### src/rtl/lock_arbiter_pkg.sv
// Shared types and defaults for the lock arbiter slice.
package lock_arbiter_pkg;

  typedef enum logic [2:0] {
    ARB_IDLE,
    ARB_OPEN_CMD,
    ARB_WAIT_OPEN,
    ARB_GRANTED,
    ARB_CLOSE_CMD,
    ARB_WAIT_CLOSE
  } arb_state_e;

  localparam int unsigned N_REQ_DEFAULT    = 4;
  localparam int unsigned HOLD_MAX_DEFAULT = 16;

  // Index width for a vector of n entries; never narrower than one bit.
  function automatic int unsigned idx_width(input int unsigned n);
    return (n > 1) ? $clog2(n) : 1;
  endfunction

endpackage

### src/rtl/lock_arbiter_if.sv
// Request/grant bundle between the requesters and the lock arbiter, plus lock commands.
interface lock_arbiter_if
  import lock_arbiter_pkg::*;
#(
  parameter int N_REQ = N_REQ_DEFAULT
) ();

  logic [N_REQ-1:0] req;
  logic [N_REQ-1:0] grant;
  logic             open;
  logic             close;
  logic             busy;
  logic             timeout_err;

  modport master (
    output req,
    input  grant, open, close, busy, timeout_err
  );

  modport slave (
    input  req,
    output grant, open, close, busy, timeout_err
  );

endinterface

### src/rtl/lock_arbiter_rr_picker.sv
// Round-robin first-set search over eligible requests, starting at rr_ptr and wrapping.
module lock_rr_picker
  import lock_arbiter_pkg::*;
#(
  parameter int N_REQ = N_REQ_DEFAULT,
  parameter int PW    = idx_width(N_REQ)
) (
  input  logic [N_REQ-1:0] elig_i,
  input  logic [PW-1:0]    rr_ptr_i,
  output logic             valid_o,
  output logic [PW-1:0]    idx_o
);

  int unsigned   pos;
  logic [PW-1:0] pos_idx;

  always_comb begin
    valid_o = 1'b0;
    idx_o   = '0;
    pos     = 0;
    pos_idx = '0;
    for (int unsigned i = 0; i < N_REQ; i++) begin
      pos     = (32'(rr_ptr_i) + i) % N_REQ;
      pos_idx = PW'(pos);
      if (!valid_o && elig_i[pos_idx]) begin
        valid_o = 1'b1;
        idx_o   = pos_idx;
      end
    end
  end

endmodule

### src/rtl/lock_arbiter.sv
// Shares one open/close lock among N_REQ requesters, tracking the lock's state
// from its fixed one-cycle command latencies since the lock reports no status.
module lock_arbiter
  import lock_arbiter_pkg::*;
#(
  parameter int N_REQ    = N_REQ_DEFAULT,
  parameter int HOLD_MAX = HOLD_MAX_DEFAULT
) (
  input logic           clk,
  input logic           reset,
  lock_arbiter_if.slave bus
);

  localparam int PW = idx_width(N_REQ);
  localparam int CW = $clog2(HOLD_MAX + 1);
  localparam logic [PW-1:0] LAST_IDX = PW'(N_REQ - 1);
  localparam logic [CW-1:0] HOLD_LIM = CW'(HOLD_MAX);

  arb_state_e       state_q;
  logic [N_REQ-1:0] grant_q;
  logic [N_REQ-1:0] mask_q;
  logic [N_REQ-1:0] mask_d;
  logic [N_REQ-1:0] elig;
  logic [N_REQ-1:0] owner_oh;
  logic [PW-1:0]    rr_ptr_q;
  logic [PW-1:0]    rr_ptr_d;
  logic [PW-1:0]    owner_q;
  logic [PW-1:0]    pick_idx;
  logic [CW-1:0]    hold_cnt_q;
  logic             pick_valid;
  logic             owner_req;
  logic             timeout_hit;
  logic             open_q;
  logic             close_q;
  logic             busy_q;
  logic             timeout_q;

  lock_rr_picker #(
    .N_REQ (N_REQ),
    .PW    (PW)
  ) u_picker (
    .elig_i   (elig),
    .rr_ptr_i (rr_ptr_q),
    .valid_o  (pick_valid),
    .idx_o    (pick_idx)
  );

  // A release on the HOLD_MAX cycle wins over the timeout: timeout needs req still high.
  always_comb begin
    elig        = bus.req & ~mask_q;
    owner_oh    = {{(N_REQ-1){1'b0}}, 1'b1} << owner_q;
    owner_req   = bus.req[owner_q];
    timeout_hit = (state_q == ARB_GRANTED) && owner_req && (hold_cnt_q == HOLD_LIM);
    rr_ptr_d    = (pick_idx == LAST_IDX) ? '0 : pick_idx + PW'(1);
    mask_d      = (mask_q & bus.req) | (timeout_hit ? owner_oh : '0);
  end

  always_ff @(posedge clk) begin
    if (reset) begin
      state_q    <= ARB_IDLE;
      grant_q    <= '0;
      open_q     <= 1'b0;
      close_q    <= 1'b0;
      busy_q     <= 1'b0;
      timeout_q  <= 1'b0;
      rr_ptr_q   <= '0;
      owner_q    <= '0;
      hold_cnt_q <= '0;
      mask_q     <= '0;
    end else begin
      open_q    <= 1'b0;
      close_q   <= 1'b0;
      timeout_q <= 1'b0;
      mask_q    <= mask_d;
      unique case (state_q)
        ARB_IDLE: begin
          if (pick_valid) begin
            owner_q  <= pick_idx;
            rr_ptr_q <= rr_ptr_d;
            open_q   <= 1'b1;
            busy_q   <= 1'b1;
            state_q  <= ARB_OPEN_CMD;
          end
        end
        ARB_OPEN_CMD: begin
          state_q <= ARB_WAIT_OPEN;
        end
        ARB_WAIT_OPEN: begin
          grant_q    <= owner_oh;
          hold_cnt_q <= CW'(1);
          state_q    <= ARB_GRANTED;
        end
        ARB_GRANTED: begin
          if (!owner_req || timeout_hit) begin
            grant_q   <= '0;
            close_q   <= 1'b1;
            timeout_q <= timeout_hit;
            state_q   <= ARB_CLOSE_CMD;
          end else begin
            hold_cnt_q <= hold_cnt_q + CW'(1);
          end
        end
        ARB_CLOSE_CMD: begin
          hold_cnt_q <= '0;
          state_q    <= ARB_WAIT_CLOSE;
        end
        ARB_WAIT_CLOSE: begin
          busy_q  <= 1'b0;
          state_q <= ARB_IDLE;
        end
        default: begin
          state_q <= ARB_IDLE;
        end
      endcase
    end
  end

  assign bus.grant       = grant_q;
  assign bus.open        = open_q;
  assign bus.close       = close_q;
  assign bus.busy        = busy_q;
  assign bus.timeout_err = timeout_q;

endmodule
### src/flat_wrapper.sv
// flat-port wrapper written by rule: the top's interface ports become plain ports
module lock_arbiter_flat import lock_arbiter_pkg::*;
#(
  parameter int N_REQ    = N_REQ_DEFAULT,
  parameter int HOLD_MAX = HOLD_MAX_DEFAULT
)
  (clk, reset, bus_req, bus_grant, bus_open, bus_close, bus_busy, bus_timeout_err);
  lock_arbiter_if #(.N_REQ(N_REQ)) bus_i ();
  input logic clk;
  input logic reset;
  input wire logic [$bits(bus_i.req)-1:0] bus_req;
  output wire logic [$bits(bus_i.grant)-1:0] bus_grant;
  output wire logic [$bits(bus_i.open)-1:0] bus_open;
  output wire logic [$bits(bus_i.close)-1:0] bus_close;
  output wire logic [$bits(bus_i.busy)-1:0] bus_busy;
  output wire logic [$bits(bus_i.timeout_err)-1:0] bus_timeout_err;
  assign bus_i.req = bus_req;
  assign bus_grant = bus_i.grant;
  assign bus_open = bus_i.open;
  assign bus_close = bus_i.close;
  assign bus_busy = bus_i.busy;
  assign bus_timeout_err = bus_i.timeout_err;
  lock_arbiter #(.N_REQ(N_REQ), .HOLD_MAX(HOLD_MAX)) u_core (.clk(clk), .reset(reset), .bus(bus_i));
endmodule
### config.mk
export PLATFORM = sky130hd
export DESIGN_NAME = lock_arbiter_flat
export DESIGN_NICKNAME = d
export VERILOG_FILES = /design/src/rtl/lock_arbiter_pkg.sv /design/src/rtl/lock_arbiter_if.sv /design/src/rtl/lock_arbiter_rr_picker.sv /design/src/rtl/lock_arbiter.sv /design/src/flat_wrapper.sv
export SDC_FILE = /design/constraint.sdc
export NUM_CORES = 1
export LEC_CHECK = 0
export CORE_UTILIZATION = 47
export CTS_BUF_LIST = sky130_fd_sc_hd__clkbuf_4
export CTS_CLUSTER_DIAMETER = 50
export CTS_CLUSTER_SIZE = 25
export DETAILED_ROUTE_END_ITERATION = 16
export PLACE_DENSITY = 0.69
export RECOVER_POWER = 100
export SETUP_SLACK_MARGIN = 0.5
export SLEW_MARGIN = 25
export SYNTH_ARGS = -nofsm -noshare
export SYNTH_HDL_FRONTEND = slang
export SYNTH_HIERARCHICAL = 1
export SYNTH_SLANG_ARGS = --single-unit
### constraint.sdc
create_clock -name clk -period 2.5 [get_ports clk]
set_clock_uncertainty 0.15 [all_clocks]
set_input_delay 0.5 -clock clk [delete_from_list [all_inputs] [get_ports clk]]
set_output_delay 0.5 -clock clk [all_outputs]
set_load 0.1 [all_outputs]
==> results of run 1 <==
==> area by class of cell <==
cell class	instances	area [um2]	area share, %
Timing Repair Buffer	20	125	9.07
Multi-Input combinational cell	99	657	47.6
Tap cell	30	37.5	2.72
Inverter	13	48.8	3.54
Clock buffer	3	22.5	1.63
Sequential cell	24	484	35.1
Clock inverter	1	3.75	0.272
==> sequential cells by signal, summed over array words and instances, names as in the netlist <==
register / count
u_core/bus.busy: 1
u_core/bus.close: 1
u_core/bus.grant: 4
u_core/bus.open: 1
u_core/bus.timeout_err: 1
u_core/hold_cnt_q: 5
u_core/mask_q: 4
u_core/owner_q: 2
u_core/rr_ptr_q: 2
u_core/state_q: 3
==> what timing repair did <==
action                     4_1_cts  5_1_grt
cloned                           0        0
pin swaps                        2        1
setup endpoints to repair       10        6
buffers inserted                 2        0
gates resized for setup         11        1
==> kinds of logic after synthesis <==
kind of cell / after synthesis
flip-flops: 24
AO/OA/AOI/OAI: 37
multiplexers: 3
adder cells (fa/ha/maj): 3
buffers and inverters: 18
AND/OR/NAND/NOR: 56
==> metal layers <==
layer  part of all wire [%]  up-vias  GRT usage (%)
met5                      0        -              0
met4                   0.89        0           10.1
met3                    5.5        4           3.16
met2                     49       32           37.1
met1                     45      544           30.4
li1                       -      553              -
==> synthesized netlist by cell type, types with 2 or more instances <==
cell type	instances	area [um2]
nand3_1	6	30.0
a31o_2	3	26.3
o32ai_1	4	35.0
ha_1	3	37.5
o221ai_1	2	17.5
a32oi_1	4	35.0
inv_1	12	45.0
nor2_1	19	71.3
dfxtp_1	24	480
clkbuf_1	2	7.51
mux2i_1	2	20.0
a311o_1	2	20.0
nand2b_1	3	18.8
nor3_1	2	10.0
a21oi_1	14	70.1
clkbuf_8	3	41.3
o21ai_0	3	15.0
nor2b_1	5	31.3
nand2_1	5	18.8
nand4_1	4	25.0
==> power groups by stage <==
stage	logic [W]	clock network, W	registers [W]
6_report	0.000224	0.000174	0.000443
5_1_grt	0.000247	0.000196	0.000447
4_1_cts	0.000237	0.000180	0.000442
3_5_place_dp	0.000227	0	0.000453
3_3_place_gp	0.000222	0	0.000450
2_1_floorplan	0.000133	0	0.000484
==> cells in the final DEF (no fill, tap or decap), types with 2 or more instances in the layout <==
cell type       n
dfxtp_1        23
nor2_1         19
a21oi_1        13
inv_1          12
clkbuf_2        7
nand3_1         6
nand2_1         5
dlygate4sd2_1   4
clkbuf_1        4
o32ai_1         4
nand4_1         4
a32oi_1         4
buf_4           4
clkbuf_4        3
nor2b_1         3
a31o_2          3
nand2b_1        3
o21ai_0         3
ha_1            3
nor2b_2         2
mux2i_1         2
and3_1          2
nor3_1          2
a311o_1         2
o221ai_1        2
==> path summary, 6_finish.rpt <==
kind	start	endpoint
max	u_core/bus.close	bus_close
min	u_core/mask_q[1]	u_core/mask_q[1]
min reg2reg	u_core/mask_q[1]	u_core/mask_q[1]
max reg2reg	u_core/hold_cnt_q[0]	u_core/hold_cnt_q[1]
==> stage by stage <==
step,hold WS (ns),instances
after floorplan,0.308,141
after global placement,0.328,184
after detailed placement,0.333,184
after CTS,0.358,190
after global routing,0.383,190
final,0.356,190
==> results.py, run 1 <==
metrics = {
    "run_status": {
        "status": "finished clean",
    },
    "floorplan": {
        "die_y_um": 53.4,
        "die-area_um2": 2850,
        "fp.dieW_um": 53.4,
        "design.core.area_um2": 2480,
        "num_rows": 18,
        "initial_core_util_pct": 50.1,
        "ios": 14,
    },
    "drt": {
        "vias_per_cell": 5.96,
        "drcViolationCount": 0,
        "wl_per_cell_um": 14.9,
        "drt_pre_antenna_iters": 4,
        "first_iter_violations": 43,
        "vias": 1133,
        "drt_wl_total_um": 2820,
        "postRouteAntennaNets": 0,
    },
    "layout": {
        "final_util_pct": 55.7,
        "diodes": 0,
        "design_area_um2": 1380,
        "nets": 170,
        "fillers": 243,
        "syn_to_final_growth_pct": 11.2,
        "drive_gt1_share_pct": 16.3,
    },
    "clock_tree": {
        "cts.sinks": 24,
        "cts_root_buf": "clkbuf_4",
        "path_clk_slew_ns": 0.13,
        "cts_hold_buf": 0,
        "cts_max_path_buffers": 2,
        "numCtsBuffers": 3,
        "clk_latency_ns": 0.31,
        "h-tree-depth": 1,
        "cts_tree": "yes",
    },
    "critical_path": {
        "cp_max_fo": 1,
        "crit_buf_inv": 1,
        "endpoint_kind": "primary output",
        "r2r_setup_slack_ns": 0.46,
        "cp.depth": 1,
        "crit_slowest_cell": "clkbuf_1",
        "crit_family": "buffers and inverters",
        "worstPathRequired_ns": 1.85,
        "slowest_delay_ns": 0.85,
        "path_cells": "clkbuf_1",
        "ff2ff_path_depth": 6,
        "startpoint_type": "register",
        "crit_arrival_ns": 1.49,
        "critPathKind": "register to primary output",
    },
    "place": {
        "io_buffers": 13,
        "gp_congestion": 0.861,
        "place_ws_ns": 0.00264,
        "post_dp_cell_area_um2": 1380,
        "dp_hpwl_um": 1920,
    },
    "power_and_ir_drop": {
        "p_per_area_nw_per_um2": 609,
        "power.internal_w": 0.000544,
        "swShare_pct": 35.3,
        "switchingPower_w": 0.000296,
        "p_seq_share_pct": 52.7,
        "leakagePower_nw": 0.558,
        "pwr-share-comb_pct": 26.6,
        "peakVddDrop_mv": 0.384,
        "p_total_w": 0.000840,
        "pwr-share-clk_pct": 20.7,
    },
    "synthesis": {
        "synthMuxAreaShare_pct": 3.43,
        "syn_inst": 141,
        "synth_cell_types": 39,
        "synth_compound_area_share_pct": 21.2,
        "async_reset_ff_share_pct": 0,
        "avgSynthCellArea_um2": 8.79,
        "synth_xor_area_share_pct": 0,
        "syn_area_um2": 1240,
        "yosysSeqAreaShare_pct": 38.7,
        "ys_seq_elements": 24,
        "synth_fa_ha_area_share_pct": 3.03,
        "synthesis.nets": 150,
        "synth_ff_type": "dfxtp_1",
        "ys_warn_count": 6,
        "synth_top_family_by_area": "simple AND/OR/NAND/NOR gates",
        "synth_edf_count": 0,
        "yosys.area_share.simple_pct": 25.7,
    },
    "sta": {
        "tightest_slew_ns": 1.16,
        "fin_ws_ns": 0.359,
        "finalHoldViolations": 0,
        "slew_viol_final": 0,
        "slew_headroom_pct": 22.9,
        "period_share_pct": 85.6,
        "fin_setup_tns_ns": 0,
        "final_period_minus_worst_setup_slack_ns": 2.14,
        "setup_violations": 0,
        "max_freq_mhz": 467,
        "rsz0062_at_grt": "false",
    },
    "global_routing": {
        "overflow": 0,
        "grt_pass1_wl_um": 4730,
        "grt_pass1_vias": 1038,
        "antenna_found_initial": 0,
        "grt_usage_pct": 23.1,
        "grt_max_degree": 19,
    },
    "run": {
        "cap_violations": 0,
    },
    "worst_hold_path": {
        "hp-class": "register to register",
        "min_path_cells": 2,
    },
}
Note: power is estimated with default switching activity, not from simulation.
==> run 2, diff against run 1 <==
--- a/config.mk
+++ b/config.mk
@@ -5,6 +5,7 @@
 export SDC_FILE = /design/constraint.sdc
 export NUM_CORES = 1
 export LEC_CHECK = 0
+export CORE_ASPECT_RATIO = 0.5
 export CORE_UTILIZATION = 47
 export CTS_BUF_LIST = sky130_fd_sc_hd__clkbuf_4
 export CTS_CLUSTER_DIAMETER = 50
==> run 2 against run 1 <==
  * Worst hold slack lost 0.0042 ns
  * Flip-flop and latch count is the same
  * Critical endpoint is now bus_open
  * Combinational power grew 2%
  * First-iteration DRC count grew 9.3%
  * Largest cell class unchanged
==> results.py, run 2 (synthesis gave the netlist of run 1 again) <==
metrics = {
    "run_status": {
        "status": "finished clean",
    },
    "clock_tree": {
        "cts_max_path_buffers": 2,
        "path_clk_slew_ns": 0.14,
        "cts_tree": "yes",
        "clk_latency_ns": 0.32,
        "cts_root_buf": "clkbuf_4",
        "cts.sinks": 24,
        "numCtsBuffers": 3,
        "h-tree-depth": 1,
    },
    "drt": {
        "drcViolationCount": 0,
        "vias": 1093,
        "vias_per_cell": 5.61,
        "first_iter_violations": 47,
        "drt_pre_antenna_iters": 4,
        "drt_wl_total_um": 2680,
        "wl_per_cell_um": 13.7,
        "postRouteAntennaNets": 0,
    },
    "critical_path": {
        "worstReg2RegEnd": "u_core/hold_cnt_q[1]",
        "crit_family": "buffers and inverters",
        "crit_arrival_ns": 1.51,
        "cp_max_fo": 1,
        "crit_buf_inv": 1,
        "worstPathRequired_ns": 1.85,
        "startpoint_type": "register",
        "endpoint_kind": "primary output",
        "r2r_start": "u_core/owner_q[0]",
        "critPathKind": "register to primary output",
        "ff2ff_path_depth": 4,
        "slowest_delay_ns": 0.86,
        "r2r_setup_slack_ns": 0.46,
        "path_cells": "clkbuf_1",
        "crit_slowest_cell": "clkbuf_1",
    },
    "global_routing": {
        "overflow": 0,
        "grt_pass1_vias": 989,
        "grt_max_degree": 19,
        "grt_usage_pct": 21.7,
        "antenna_found_initial": 0,
        "grt_pass1_wl_um": 4510,
    },
    "sta": {
        "finalHoldViolations": 0,
        "slew_viol_final": 0,
        "fin_ws_ns": 0.339,
        "tightest_slew_ns": 1.16,
        "final_period_minus_worst_setup_slack_ns": 2.16,
        "rsz0062_at_grt": "false",
        "slew_headroom_pct": 23.0,
        "setup_violations": 0,
        "max_freq_mhz": 463,
        "period_share_pct": 86.4,
    },
    "floorplan": {
        "num_rows": 12,
        "fp.dieW_um": 74.6,
        "initial_core_util_pct": 52.6,
        "design.core.area_um2": 2360,
        "die-area_um2": 2860,
        "die_y_um": 38.3,
        "ios": 14,
    },
    "run": {
        "cap_violations": 0,
    },
    "layout": {
        "nets": 170,
        "drive_gt1_share_pct": 16.3,
        "final_cell_mix": "dfxtp_1, nor2_1, a21oi_1",
        "final_util_pct": 60.2,
        "diodes": 0,
        "largest_register_ffs": 5,
        "final_common_cell": "dfxtp_1",
        "regMostFlops": "u_core/hold_cnt_q",
        "syn_to_final_growth_pct": 14.4,
    },
    "worst_hold_path": {
        "min_path_cells": 2,
        "min_to": "u_core/mask_q[2]",
        "hp-class": "register to register",
        "hold_start": "u_core/mask_q[2]",
    },
    "power_and_ir_drop": {
        "p_per_area_nw_per_um2": 672,
        "leakagePower_nw": 0.577,
        "peakVddDrop_mv": 0.423,
        "p_total_w": 0.000954,
    },
    "place": {
        "io_buffers": 13,
        "place_ws_ns": -0.0300,
        "gp_congestion": 0.896,
        "dp_hpwl_um": 1860,
    },
}
## run 2: area by class of cell
class                   count  area, um2
fillers                   234        938
multi-input cells          99        666
flip-flops and latches     24        480
repair buffers             20        128
inverters                  13       48.8
well taps                  35       43.8
clock inverters             1       30.0
clock buffers               3       22.5
## run 2: where the power goes
group / internal (W) / switching [W] / leakage [nW]
registers: 0.000406 / 0.0000358 / 0.196
clock network: 0.000162 / 0.000121 / 0.0279
logic: 0.0000844 / 0.000144 / 0.353
total: 0.000652 / 0.000301 / 0.577
## run 2: how the worst max path moves through the flow
| stage | from | to | cells past startpoint |
|---|---|---|---|
| finish | u_core/bus.open | bus_open | 1 |
| global route | u_core/bus.open | bus_open | 1 |
| CTS | u_core/hold_cnt_q[0] | u_core/hold_cnt_q[1] | 6 |
| detailed placement | bus_req[1] | u_core/rr_ptr_q[1] | 8 |
| global placement | bus_req[1] | u_core/rr_ptr_q[1] | 8 |
| floorplan | bus_req[1] | u_core/rr_ptr_q[1] | 7 |
## run 2: per-stage QoR
step | hold slack (ns) | std cells | cell area [um2] | setup TNS [ns]
after floorplan | 0.308 | 141 | 1240 | 0
after global placement | 0.321 | 188 | 1380 | 0
after detailed placement | 0.329 | 188 | 1380 | -0.0300
after CTS | 0.351 | 195 | 1470 | 0
after global routing | 0.377 | 195 | 1420 | 0
final | 0.351 | 195 | 1420 | 0
## run 2: layer usage
layer / part of all wire, % / GRT usage [%] / vias to the layer above
li1: - / - / 554
met1: 49 / 28.5 / 519
met2: 47 / 35.6 / 20
met3: 4.1 / 6.58 / 0
met4: 0 / 4.72 / 0
met5: 0 / 0 / -
## run 2: timing repair
action,4_1_cts,5_1_grt
pin swaps,1,1
hold buffers,0,0
buffers inserted,3,0
gates resized for setup,11,1
hold endpoints to repair,0,0
setup endpoints to repair,6,2
==> run 3, diff against run 2 <==
--- a/config.mk
+++ b/config.mk
@@ -6,6 +6,7 @@
 export NUM_CORES = 1
 export LEC_CHECK = 0
 export CORE_ASPECT_RATIO = 0.5
+export CORE_MARGIN = 10
 export CORE_UTILIZATION = 47
 export CTS_BUF_LIST = sky130_fd_sc_hd__clkbuf_4
 export CTS_CLUSTER_DIAMETER = 50
@@ -19,3 +20,4 @@
 export SYNTH_HDL_FRONTEND = slang
 export SYNTH_HIERARCHICAL = 1
 export SYNTH_SLANG_ARGS = --single-unit
+export TNS_END_PERCENT = 10
==> run 3 against run 2 <==
  * Register-to-register slack about the same
  * Clock power down 41%
  * Flip-flop and latch count unchanged
  * Largest power group unchanged
  * Wire length down 3.4%
  * Cell count unchanged
  * Clock-buffer cell count unchanged
  * Largest cell class unchanged
  * Sequential share of layout area up 1.0 points
  * Utilization down 6.2 points
  * Sequential power about the same
  * Critical path type unchanged
==> results.py, run 3 (synthesis gave the netlist of run 1 again) <==
metrics = {
    "critical_path": {
        "path_cells": "clkbuf_1",
        "cp_max_fo": 1,
        "startpoint_type": "register",
        "endpoint_kind": "primary output",
        "slowest_delay_ns": 0.86,
        "worstPathRequired_ns": 1.85,
        "crit_family": "buffers and inverters",
        "critPathKind": "register to primary output",
        "crit_slowest_cell": "clkbuf_1",
        "crit_arrival_ns": 1.50,
        "crit_buf_inv": 1,
    },
    "sta": {
        "tightest_slew_ns": 1.18,
        "slew_viol_final": 0,
        "finalHoldViolations": 0,
        "slew_headroom_pct": 21.9,
        "setup_violations": 0,
        "rsz0062_at_grt": "true",
        "period_share_pct": 85.9,
        "fin_ws_ns": 0.353,
        "max_freq_mhz": 466,
        "fin_setup_tns_ns": 0,
        "final_period_minus_worst_setup_slack_ns": 2.15,
    },
    "drt": {
        "dr.max_layer_used": "met4",
        "first_iter_violations": 75,
        "postRouteAntennaNets": 0,
        "drt_pre_antenna_iters": 4,
        "dr_wl_met3_um": 132,
        "drcViolationCount": 0,
        "vias_per_cell": 5.48,
        "dr_wl_met2_um": 1190,
        "vias": 1069,
        "drt_wl_total_um": 2590,
        "wl_per_cell_um": 13.3,
        "m1WireLength_um": 1250,
    },
    "clock_tree": {
        "numCtsBuffers": 3,
        "cts_root_buf": "clkbuf_4",
        "cts_max_path_buffers": 2,
        "cts_tree": "yes",
        "cts_hold_buf": 0,
        "path_clk_slew_ns": 0.12,
        "h-tree-depth": 1,
        "clk_latency_ns": 0.31,
        "cts.sinks": 24,
    },
    "layout": {
        "syn_to_final_growth_pct": 11.1,
        "design_area_um2": 1380,
        "final_common_cell": "dfxtp_1",
        "regMostFlops": "u_core/hold_cnt_q",
        "nets": 169,
        "largest_register_ffs": 5,
        "fillers": 261,
        "final_cell_mix": "dfxtp_1, nor2_1, a21oi_1",
        "diodes": 0,
        "drive_gt1_share_pct": 14.6,
    },
    "global_routing": {
        "grt_usage_pct": 10.3,
        "grt_pass1_wl_um": 4550,
        "grt_max_degree": 16,
        "antenna_found_initial": 0,
        "overflow": 0,
        "grt_pass1_vias": 1007,
    },
    "floorplan": {
        "die-area_um2": 5220,
        "initial_core_util_pct": 48.6,
        "design.core.area_um2": 2550,
        "fp.dieW_um": 92.6,
        "ios": 14,
        "die_y_um": 56.3,
        "num_rows": 13,
    },
    "worst_hold_path": {
        "hp-class": "register to register",
    },
    "place": {
        "gp_congestion": 0.762,
        "io_buffers": 13,
        "dp_hpwl_um": 1890,
        "post_dp_cell_area_um2": 1390,
        "place_ws_ns": 0.00354,
    },
    "run_status": {
        "status": "finished clean",
    },
    "power_and_ir_drop": {
        "leakagePower_nw": 0.547,
        "p_total_w": 0.000827,
        "peakVddDrop_mv": 0.411,
        "p_per_area_nw_per_um2": 600,
    },
    "run": {
        "cap_violations": 0,
    },
}
## run 3: changes by cell type in the layout (fill, tap and decap cells not counted), sizes merged
| cell | delta |
|---|---|
| clkbuf | -2 |
| bufinv | -1 |
| buf | +1 |
## run 3: final timing paths
check,endpoint,cells past startpoint,startpoint,slack (ns)
max reg2reg,u_core/hold_cnt_q[1],6,u_core/hold_cnt_q[0],0.46
min,u_core/mask_q[1],2,u_core/mask_q[1],0.35
min reg2reg,u_core/mask_q[1],2,u_core/mask_q[1],0.35
max,bus_open,1,u_core/bus.open,0.35
## run 3: stage by stage
| step | cells | util (%) | hold slack, ns |
|---|---|---|---|
| floorplan | 141 | - | 0.308 |
| global placement | 191 | 54.2 | 0.322 |
| detailed placement | 191 | 54.2 | 0.327 |
| CTS | 195 | 55.8 | 0.354 |
| global route | 195 | 53.9 | 0.386 |
| finish | 195 | 53.9 | 0.346 |
## run 3: layer usage
layer	track usage [%]	vias to the layer above
li1	-	550
met1	13.0	493
met2	16.7	24
met3	3.31	2
met4	2.18	0
met5	0	-
## run 3: timing repair
action | 4_1_cts | 5_1_grt
pin swaps | 1 | 1
resized for setup | 8 | 3
setup endpoints to repair | 6 | 10
setup buffers | 1 | 0
## run 3: layout make-up
class | count | area [um2] | share of cell area [%]
sequential | 24 | 480 | 34.9
inverter | 13 | 48.8 | 3.54
timing repair buffer | 19 | 123 | 8.90
tap | 37 | 46.3 | 3.36
clock buffer | 3 | 22.5 | 1.63
multi-input combinational | 99 | 657 | 47.7
## run 3: where the power goes
part / internal [W] / switching, W / total, W / leakage [nW]
clock network: 0.0000563 / 0.000110 / 0.000167 / 0.0138
registers: 0.000406 / 0.0000361 / 0.000442 / 0.196
logic: 0.0000802 / 0.000138 / 0.000218 / 0.338
## run 3: worst register-to-register path, stage by stage (launching register included)
cell and delay [ns]:
dfxtp_1 0.38, inv_1 0.09, ha_1 0.16, or4bb_1 0.49
and2_0 0.28, a211o_1 0.31, a21oi_1 0.13
